### config.mk
export PLATFORM = sky130hd
export DESIGN_NAME = dt_scan_sequencer
export DESIGN_NICKNAME = d
export VERILOG_FILES = /design/src/rtl/dt_pkg.sv /design/src/rtl/dt_sti_word_cache.sv /design/src/rtl/dt_scan_sequencer.sv
export SDC_FILE = /design/constraint.sdc
export NUM_CORES = 1
export LEC_CHECK = 0
export CORE_MARGIN = 4
export CORE_UTILIZATION = 35
export CTS_CLUSTER_SIZE = 14
export DETAILED_ROUTE_END_ITERATION = 10
export HOLD_SLACK_MARGIN = 0.05
export PLACE_DENSITY = 0.55
export SKIP_LAST_GASP = 1
export SYNTH_ARGS = -nofsm -noshare
export SYNTH_HDL_FRONTEND = slang
export SYNTH_HIERARCHICAL = 1
export SYNTH_SLANG_ARGS = --single-unit
### constraint.sdc
create_clock -name clk -period 3.27 [get_ports clk]
set_input_delay 0.8175 -clock clk [delete_from_list [all_inputs] [get_ports clk]]
set_output_delay 0.8175 -clock clk [all_outputs]
set_load 0.01 [all_outputs]
### src/rtl/dt_pkg.sv
// dt_pkg: shared constants, FSM states and ROM word addressing
// for the distance-transform raster-scan sequencer.
package dt_pkg;
    localparam int unsigned IMG_W  = 128;
    localparam int unsigned IMG_H  = 128;
    localparam int unsigned STI_W  = 16;
    localparam int unsigned CRD_W  = 7;
    localparam int unsigned ADDR_W = 10;

    localparam logic [CRD_W-1:0] BND_LO = 7'd1;
    localparam logic [CRD_W-1:0] BND_HI = 7'd126;

    typedef enum logic [2:0] {
        S_IDLE,
        S_FETCH,
        S_WAIT,
        S_SCAN,
        S_ISSUE,
        S_ADV,
        S_DONE
    } dt_state_e;

    function automatic logic [ADDR_W-1:0] word_addr(
        input logic [CRD_W-1:0] row,
        input logic [CRD_W-1:0] col,
        input int unsigned      img_w,
        input int unsigned      sti_w
    );
        int unsigned a;
        a = 32'(row) * (img_w / sti_w) + 32'(col) / sti_w;
        return a[ADDR_W-1:0];
    endfunction
endpackage

### src/rtl/dt_sti_word_cache.sv
// dt_sti_word_cache: single-word sti ROM cache with hit compare
// and pixel bit select (word MSB is the leftmost pixel).
module dt_sti_word_cache
    import dt_pkg::*;
#(
    parameter int unsigned WORD_W = STI_W
) (
    input  logic                      clk,
    input  logic                      reset,
    input  logic                      load,
    input  logic                      inval,
    input  logic [ADDR_W-1:0]         load_addr,
    input  logic [WORD_W-1:0]         load_data,
    input  logic [ADDR_W-1:0]         cmp_addr,
    input  logic [$clog2(WORD_W)-1:0] bit_idx,
    output logic                      hit,
    output logic                      pix_bit
);
    logic [WORD_W-1:0] word_q;
    logic [ADDR_W-1:0] word_addr_q;
    logic              valid_q;

    always_ff @(posedge clk) begin
        if (reset) begin
            word_q      <= '0;
            word_addr_q <= '0;
            valid_q     <= 1'b0;
        end else if (load) begin
            word_q      <= load_data;
            word_addr_q <= load_addr;
            valid_q     <= 1'b1;
        end else if (inval) begin
            valid_q     <= 1'b0;
        end
    end

    assign hit     = valid_q && (word_addr_q == cmp_addr);
    // Column LSBs count from the MSB end of the word.
    assign pix_bit = word_q[~bit_idx];
endmodule

### src/rtl/dt_scan_sequencer.sv
// dt_scan_sequencer: forward then backward raster walk of the interior
// pixels. Define DT_SKIP_BG_EN to issue only object (bit=1) pixels.
module dt_scan_sequencer
    import dt_pkg::*;
#(
    parameter int unsigned IMG_W = dt_pkg::IMG_W,
    parameter int unsigned IMG_H = dt_pkg::IMG_H,
    parameter int unsigned STI_W = dt_pkg::STI_W
) (
    input  logic              clk,
    input  logic              reset,
    input  logic              start,
    output logic              sti_rd,
    output logic [ADDR_W-1:0] sti_addr,
    input  logic [STI_W-1:0]  sti_di,
    output logic              pix_valid,
    input  logic              pix_ready,
    output logic [CRD_W-1:0]  pix_row,
    output logic [CRD_W-1:0]  pix_col,
    output logic              pix_obj,
    output logic              pix_dir,
    output logic              done
);
    localparam int unsigned SEL_W = $clog2(STI_W);
    localparam logic [CRD_W-1:0] ROW_HI = CRD_W'(IMG_H - 2);
    localparam logic [CRD_W-1:0] COL_HI = CRD_W'(IMG_W - 2);
    localparam logic [CRD_W-1:0] ONE    = CRD_W'(1);

    dt_state_e        state_q, state_d;
    logic [CRD_W-1:0] row_q, col_q, row_n, col_n;
    logic             dir_q;
    logic             pass_end, load_first, load_bwd, step;
    logic             cache_hit, pix_bit, issue;
    logic [ADDR_W-1:0] cur_addr, nxt_addr;

    always_comb begin
        row_n    = row_q;
        col_n    = col_q;
        pass_end = 1'b0;
        if (!dir_q) begin
            if (col_q == COL_HI) begin
                col_n    = BND_LO;
                row_n    = row_q + ONE;
                pass_end = (row_q == ROW_HI);
            end else begin
                col_n = col_q + ONE;
            end
        end else begin
            if (col_q == BND_LO) begin
                col_n    = COL_HI;
                row_n    = row_q - ONE;
                pass_end = (row_q == BND_LO);
            end else begin
                col_n = col_q - ONE;
            end
        end
    end

    assign cur_addr = word_addr(row_q, col_q, IMG_W, STI_W);
    assign nxt_addr = word_addr(row_n, col_n, IMG_W, STI_W);

    dt_sti_word_cache #(
        .WORD_W (STI_W)
    ) u_cache (
        .clk       (clk),
        .reset     (reset),
        .load      (state_q == S_WAIT),
        .inval     (load_bwd),
        .load_addr (cur_addr),
        .load_data (sti_di),
        .cmp_addr  (nxt_addr),
        .bit_idx   (col_q[SEL_W-1:0]),
        .hit       (cache_hit),
        .pix_bit   (pix_bit)
    );

`ifdef DT_SKIP_BG_EN
    assign issue = pix_bit;
`else
    assign issue = 1'b1;
`endif

    always_comb begin
        state_d    = state_q;
        load_first = 1'b0;
        load_bwd   = 1'b0;
        step       = 1'b0;
        unique case (state_q)
            S_IDLE: begin
                if (start) begin
                    load_first = 1'b1;
                    state_d    = S_FETCH;
                end
            end
            S_FETCH: state_d = S_WAIT;
            S_WAIT:  state_d = S_SCAN;
            S_SCAN:  state_d = issue ? S_ISSUE : S_ADV;
            S_ISSUE: begin
                if (pix_ready) state_d = S_ADV;
            end
            S_ADV: begin
                if (pass_end && !dir_q) begin
                    load_bwd = 1'b1;
                    state_d  = S_FETCH;
                end else if (pass_end) begin
                    state_d = S_DONE;
                end else begin
                    step    = 1'b1;
                    state_d = cache_hit ? S_SCAN : S_FETCH;
                end
            end
            S_DONE:  state_d = S_IDLE;
            default: state_d = S_IDLE;
        endcase
    end

    always_ff @(posedge clk) begin
        if (reset) begin
            state_q <= S_IDLE;
            row_q   <= '0;
            col_q   <= '0;
            dir_q   <= 1'b0;
        end else begin
            state_q <= state_d;
            if (load_first) begin
                row_q <= BND_LO;
                col_q <= BND_LO;
                dir_q <= 1'b0;
            end else if (load_bwd) begin
                row_q <= ROW_HI;
                col_q <= COL_HI;
                dir_q <= 1'b1;
            end else if (step) begin
                row_q <= row_n;
                col_q <= col_n;
            end
        end
    end

    assign sti_rd    = (state_q == S_FETCH);
    assign sti_addr  = cur_addr;
    assign pix_valid = (state_q == S_ISSUE);
    assign pix_row   = row_q;
    assign pix_col   = col_q;
    assign pix_obj   = pix_bit;
    assign pix_dir   = dir_q;
    assign done      = (state_q == S_DONE);
endmodule

Word-level counts from Yosys, hierarchy flattened
Cells that the tools add are included.
{ "word_totals": {"n_memories": 0, "elab_cells": 71, "ram_bits": 0, "mem_bits_ro": 0, "in_bits": 20, "out_inout_bits": 29, "reg_bits": 45, "latchBits": 0} }
{ "op_classes": {"reduce_logical": 9, "div": 0, "addsub": 6, "n_bitwise": 1, "mul": 0, "eq_ne": 13, "order_cmp": 1, "mux": 32, "shifts": 0} }
{ "op_table": {"columns": ["cell", "count"], "rows": [
  ["7-bit 2-to-1 mux", 10],
  ["10-bit by 3-bit adder with 10-bit output", 2],
  ["3-bit case mux with 6 select lines", 1],
  ["1-bit 2-to-1 mux", 15],
  ["7-bit by 1-bit adder with 7-bit output, second input constant", 2],
  ["7-bit by 1-bit == test with 1-bit output, second input constant", 2],
  ["7-bit == test, second input constant", 2],
  ["7-bit by 1-bit subtractor with 7-bit output, second input constant", 2],
  ["3-bit 2-to-1 mux", 4],
  ["10-bit == test", 1],
  ["3-bit == test, second input constant", 3],
  ["3-bit by 2-bit == test with 1-bit output, second input constant", 2],
  ["4-bit by 5-bit < comparator with 1-bit output, second input constant", 1],
  ["1-bit binary-select mux with 4-bit select", 1],
  ["4-bit NOT", 1],
  ["2-bit nonzero test", 2],
  ["3-bit by 1-bit == test with 1-bit output, second input constant", 1],
  ["3-bit logical NOT", 1],
  ["3-bit nonzero test", 1],
  ["1-bit logical AND", 2],
  ["2-bit 2-to-1 mux", 1],
  ["2-bit by 1-bit != test with 1-bit output, second input constant", 1],
  ["2-bit != test, second input constant", 1],
  ["2-bit AND reduction", 1],
  ["other kinds (2)", 2]
]} }

Logic depth before layout (Yosys ltp)
{ "depth": {"word_depth": 10, "ltp_mapped": 12, "ltp_nobuf": 12} }

Hierarchy
The synthesis kept the hierarchy.
{ "modules_own_cells": {"columns": ["mod", "area_per_inst_um2", "seq_area_each_um2", "n_inst", "cells_per_inst"], "rows": [
  ["dt_scan_sequencer", 1580.3, 360.3, 1, 197],
  ["dt_sti_word_cache", 1187.4, 540.5, 1, 109]
]} }

Least setup slack after synthesis
OpenSTA, ideal clock, no wires.
{ "synth_timing": {"path_kind": "reg2reg", "from": "register col_q[1] (netlist: pix_col[1])", "to": "register state_q[1]", "path_stages_with_launch": 11, "path_buffers": 0, "required_time_ns": 3.206, "setup_ns": 0.064, "t_arrival_ns": 2.303, "path_slack_ns": 0.903, "synth_period_minus_slack_ns": 2.367, "path_cell_list": "dfxtp_1 ha_1 nand4_2 or3_2 o21a_1 xnor2_1 xnor2_1 nand4_1 nor3_1 a21oi_1 nor2_1"} }
{ "synth_via": {"elab_chain_cells": 10, "elab_cells_between_ends": 21, "classes_between": "add/sub: 3; eq/ne: 3; mux: 13; reduce/logical: 2"} }
{ "synth_lines": {"columns": ["element", "line", "text"], "rows": [
  ["start: declaration", "dt_scan_sequencer.sv:30", "logic [CRD_W-1:0] row_q, col_q, row_n, col_n;"],
  ["start signal: assignment", "dt_scan_sequencer.sv:135", "col_q <= col_n;"],
  ["7-bit by 1-bit adder with 7-bit output, or another cell as far along", "dt_scan_sequencer.sv:46", "col_n = col_q + ONE;"],
  ["7-bit 2-to-1 mux, on equally long branches", "dt_scan_sequencer.sv:41, dt_scan_sequencer.sv:49", null],
  ["7-bit 2-to-1 mux", "dt_scan_sequencer.sv:40", "if (!dir_q) begin"],
  ["10-bit by 3-bit adder with 10-bit output *", "dt_pkg.sv:30", "a = 32'(row) * (img_w / sti_w) + 32'(col) / sti_w;"],
  ["net nxt_addr[6]", "dt_scan_sequencer.sv:34", "logic [ADDR_W-1:0] cur_addr, nxt_addr;"],
  ["10-bit == test *", "dt_sti_word_cache.sv:37", "assign hit = valid_q && (word_addr_q == cmp_addr);"],
  ["1-bit logical AND *", "dt_sti_word_cache.sv:37", null],
  ["net cache_hit", "dt_scan_sequencer.sv:33", "logic cache_hit, pix_bit, issue;"],
  ["2-bit 2-to-1 mux *", "dt_scan_sequencer.sv:109", "state_d = cache_hit ? S_SCAN : S_FETCH;"],
  ["3-bit 2-to-1 mux *", "dt_scan_sequencer.sv:105", "end else if (pass_end) begin"],
  ["3-bit 2-to-1 mux *", "dt_scan_sequencer.sv:102", "if (pass_end && !dir_q) begin"],
  ["3-bit case mux with 6 select lines *", "dt_scan_sequencer.sv:88", "unique case (state_q)"],
  ["end signal: assignment", "dt_scan_sequencer.sv:124", "state_q <= state_d;"],
  ["end: declaration", "dt_scan_sequencer.sv:29", "dt_state_e state_q, state_d;"]
]} }
Mark *: on every way through the listed nets, which the timed path passes. The rest lies on a longest branch.
A chain may end at the register's enable or synchronous reset.

Worst setup path in the final report
{ "layout_timing": {"from": "register col_q[0] (netlist: pix_col[0])", "to": "output pix_obj"} }
{ "layout_via": {"elab_chain_cells": 3} }
{ "layout_lines": {"columns": ["element", "line", "text"], "rows": [
  ["4-bit NOT", "dt_sti_word_cache.sv:39", "assign pix_bit = word_q[~bit_idx];"],
  ["1-bit binary-select mux with 4-bit select", "dt_sti_word_cache.sv:39", null],
  ["1-bit 2-to-1 mux (implied by the code)", "dt_sti_word_cache.sv:39", null],
  ["end: declaration", "dt_scan_sequencer.sv:20", "output logic pix_obj,"]
]} }
No other way between the ends. The select of a mux whose other input is x is not followed.

==> flow_summary.json <==
{
  "outcome": "complete, no violations",
  "fmax_ghz": 0.3460,
  "worst_setup_path_end_kind": "output pin",
  "synth_edf_count": 0,
  "die_area_um2": 9394,
  "synth.cell_area_um2": 2768,
  "dp_hpwl_um": 5021,
  "slew_headroom": 0.4811,
  "final-max-slew-violation-count": 0,
  "cts_repair_resize_count": 0,
  "report.final.setup_viol": 0,
  "cts_buffers": 5,
  "grt_overflow": 0,
  "via_per_inst": 5.329,
  "max_cap_violations": 0,
  "grt_pass1_vias": 2206,
  "wirelength_um": 6821,
  "syn_inst": 306,
  "skew_ns": 0.005189,
  "tightest_slew_ns": 0.7755,
  "cp_top_family": "multiplexers",
  "ys.flop_type": "dfxtp_1",
  "path_cells": "mux4_1, mux2i_1, mux2i_1, clkdlybuf4s50_1",
  "layout_commonest_cell": "clkdlybuf4s50_1",
  "final.period_utilization": 0.8838,
  "peakVddDrop_uv": 223.9,
  "holdBufCountCts": 0,
  "min_period_ns": 2.890,
  "antenna_found_initial": 0,
  "ys_ff_latch": 45,
  "cts_sinks": 45,
  "finalHoldViolCount": 0,
  "clk_pin_slew_ns": 0.09,
  "drive_above_1_share": 0.1082,
  "synth_fp_nets": 334,
  "syn_avg_cell_area_um2": 9.045,
  "postSynth.asyncResetShare": 0,
  "hold_path_class": "reg2reg",
  "rows": 32,
  "initial_core_util": 0.3582,
  "io_buffers": 48,
  "ys_types": 55,
  "h-tree-depth": 2,
  "syn_to_final_growth_pct": 23.42,
  "ys_seq_area_frac": 0.3255,
  "detail-route-antenna-nets": 0,
  "cp.buffers_inverters": 1,
  "multi_input_area_um2": 1668,
  "fp.dieW_um": 96.93,
  "placeableCoreArea_um2": 7727,
  "critPathMaxFanout": 5,
  "p_leak_uw": 0.001212,
  "crit_required_ns": 2.45,
  "critical_path_class": "reg2out",
  "num_vias": 2366,
  "routabilityCongestion": 0.9132,
  "insertion_delay_ns": 0.31,
  "diodes": 0,
  "final_nets": 369,
  "fillers": 764,
  "critPathSlowestCell": "mux4_1",
  "final_cell_mix": "clkdlybuf4s50_1, dfxtp_1, nor2_1",
  "cts_tree": "built",
  "cts-root-buf": "clkbuf_8",
  "fin_hold_ws_ns": 0.5047,
  "max_stage_delay_ns": 0.59,
  "arrival_ns": 2.07,
  "remaining_drc_errors": 0,
  "rsz0062_at_grt": "false",
  "setup-tns-final_ns": 0,
  "worst_setup_path_start_kind": "register",
  "cp_common_cell": "mux2i_1",
  "fp.dieH_um": 96.93,
  "post_cts_buffers": 0,
  "track_usage": 0.1481,
  "grt_max_degree": 28,
  "drt-initial-drc-count": 125,
  "ys_warn_count": 6,
  "dr.pass1.iters": 4,
  "grt_pass1_wl_um": 11460,
  "cts_buffer_depth": 2,
  "powerDensity_nw_per_um2": 418.3,
  "routedWlPerCell_um": 15.36,
  "seqCellArea_um2": 900.9,
  "io_pins": 49
}
[cell families (layout without fill, tap and decap cells)]
| kind of cell | count (synthesis) | in the layout | synth area share |
|---|---|---|---|
| buffers and inverters | 38 | 74 | 0.07369 |
| XOR/XNOR | 21 | 21 | 0.06645 |
| AO/OA/AOI/OAI | 55 | 55 | 0.1397 |
| AND/OR/NAND/NOR | 104 | 104 | 0.2080 |
| flip-flops | 45 | 45 | 0.3255 |
| adder cells (fa/ha/maj) | 8 | 8 | 0.03617 |
| multiplexers | 35 | 35 | 0.1505 |
[metal layers]
| layer | up-vias | track usage | routed length, um |
|---|---|---|---|
| met4 | 0 | 0.05184 | 136 |
| met3 | 12 | 0.03244 | 389 |
| met2 | 73 | 0.2219 | 2984 |
| li1 | 1176 | - | - |
| met5 | - | 0 | 0 |
| met1 | 1105 | 0.2091 | 3312 |
[synth_stat cells, types with 4 or more instances]
cell type   n  area share
clkbuf_1    9       0.012
xor2_1      5       0.016
xnor2_1    16       0.051
nand3_1     6       0.011
mux4_1      4       0.038
nor3b_1     4       0.011
inv_1       9       0.012
dfxtp_1    45        0.33
buf_2       4      0.0072
buf_4      15       0.041
o21ai_0     7       0.013
a21oi_1    12       0.022
o221a_2     6       0.024
and2_1      4      0.0090
a31oi_1     9       0.020
nand2_1    10       0.014
nor2_1     41       0.056
ha_1        8       0.036
nor3_1      6       0.011
nand4_1     7       0.016
mux2i_1    30        0.11
o21a_1      4       0.011
[power breakdown]
group | total [uW] | switching [uW] | leakage, uW | internal [uW]
Clock | 520 | 212 | 0.0000687 | 308
Sequential | 623 | 41.8 | 0.000365 | 581
Combinational | 286 | 136 | 0.000779 | 150
[sequential cells by signal, indices dropped and copies added (netlist names)]
signal	cells
pix_col	7
pix_dir	1
pix_row	7
state_q	3
u_cache/valid_q	1
u_cache/word_addr_q	10
u_cache/word_q	16
[per-stage QoR]
stage          setup slack, ns  instances  utilization  cell area [um2]  total power, uW
3_5_place_dp            0.5570        436       0.4242             3278            922.6
2_1_floorplan           0.9028        306            -             2768            827.4
4_1_cts                 0.3359        444       0.4420             3416             1441
3_3_place_gp            0.5078        436       0.4242             3278            920.7
6_report                0.3799        444       0.4420             3416             1429
5_1_grt                 0.2313        444       0.4420             3416             1497
[path summary, 6_finish.rpt]
| kind | start | to | slack (ns) | cells past startpoint |
|---|---|---|---|---|
| setup / recovery | pix_col[0] | pix_obj | 0.38 | 4 |
| setup reg to reg | pix_col[0] | state_q[1] | 0.53 | 12 |
| hold reg to reg | u_cache/word_q[0] | u_cache/word_q[0] | 0.50 | 2 |
| hold / removal | u_cache/word_q[0] | u_cache/word_q[0] | 0.50 | 2 |
[area by class of cell]
cell class / count / area share
timing repair buffer: 57 / 0.1604
multi-input combinational: 223 / 0.4883
clock buffer: 5 / 0.02015
sequential: 45 / 0.2637
inverter: 9 / 0.009890
tap: 102 / 0.03736
clock inverter: 3 / 0.02015
[tightest hold or removal path, stage by stage, from the launching register on]
cell and delay [ns]:
dfxtp_1 0.34, mux2i_1 0.07, nor2_1 0.07
No activity file was read; power rests on OpenSTA's default activity.
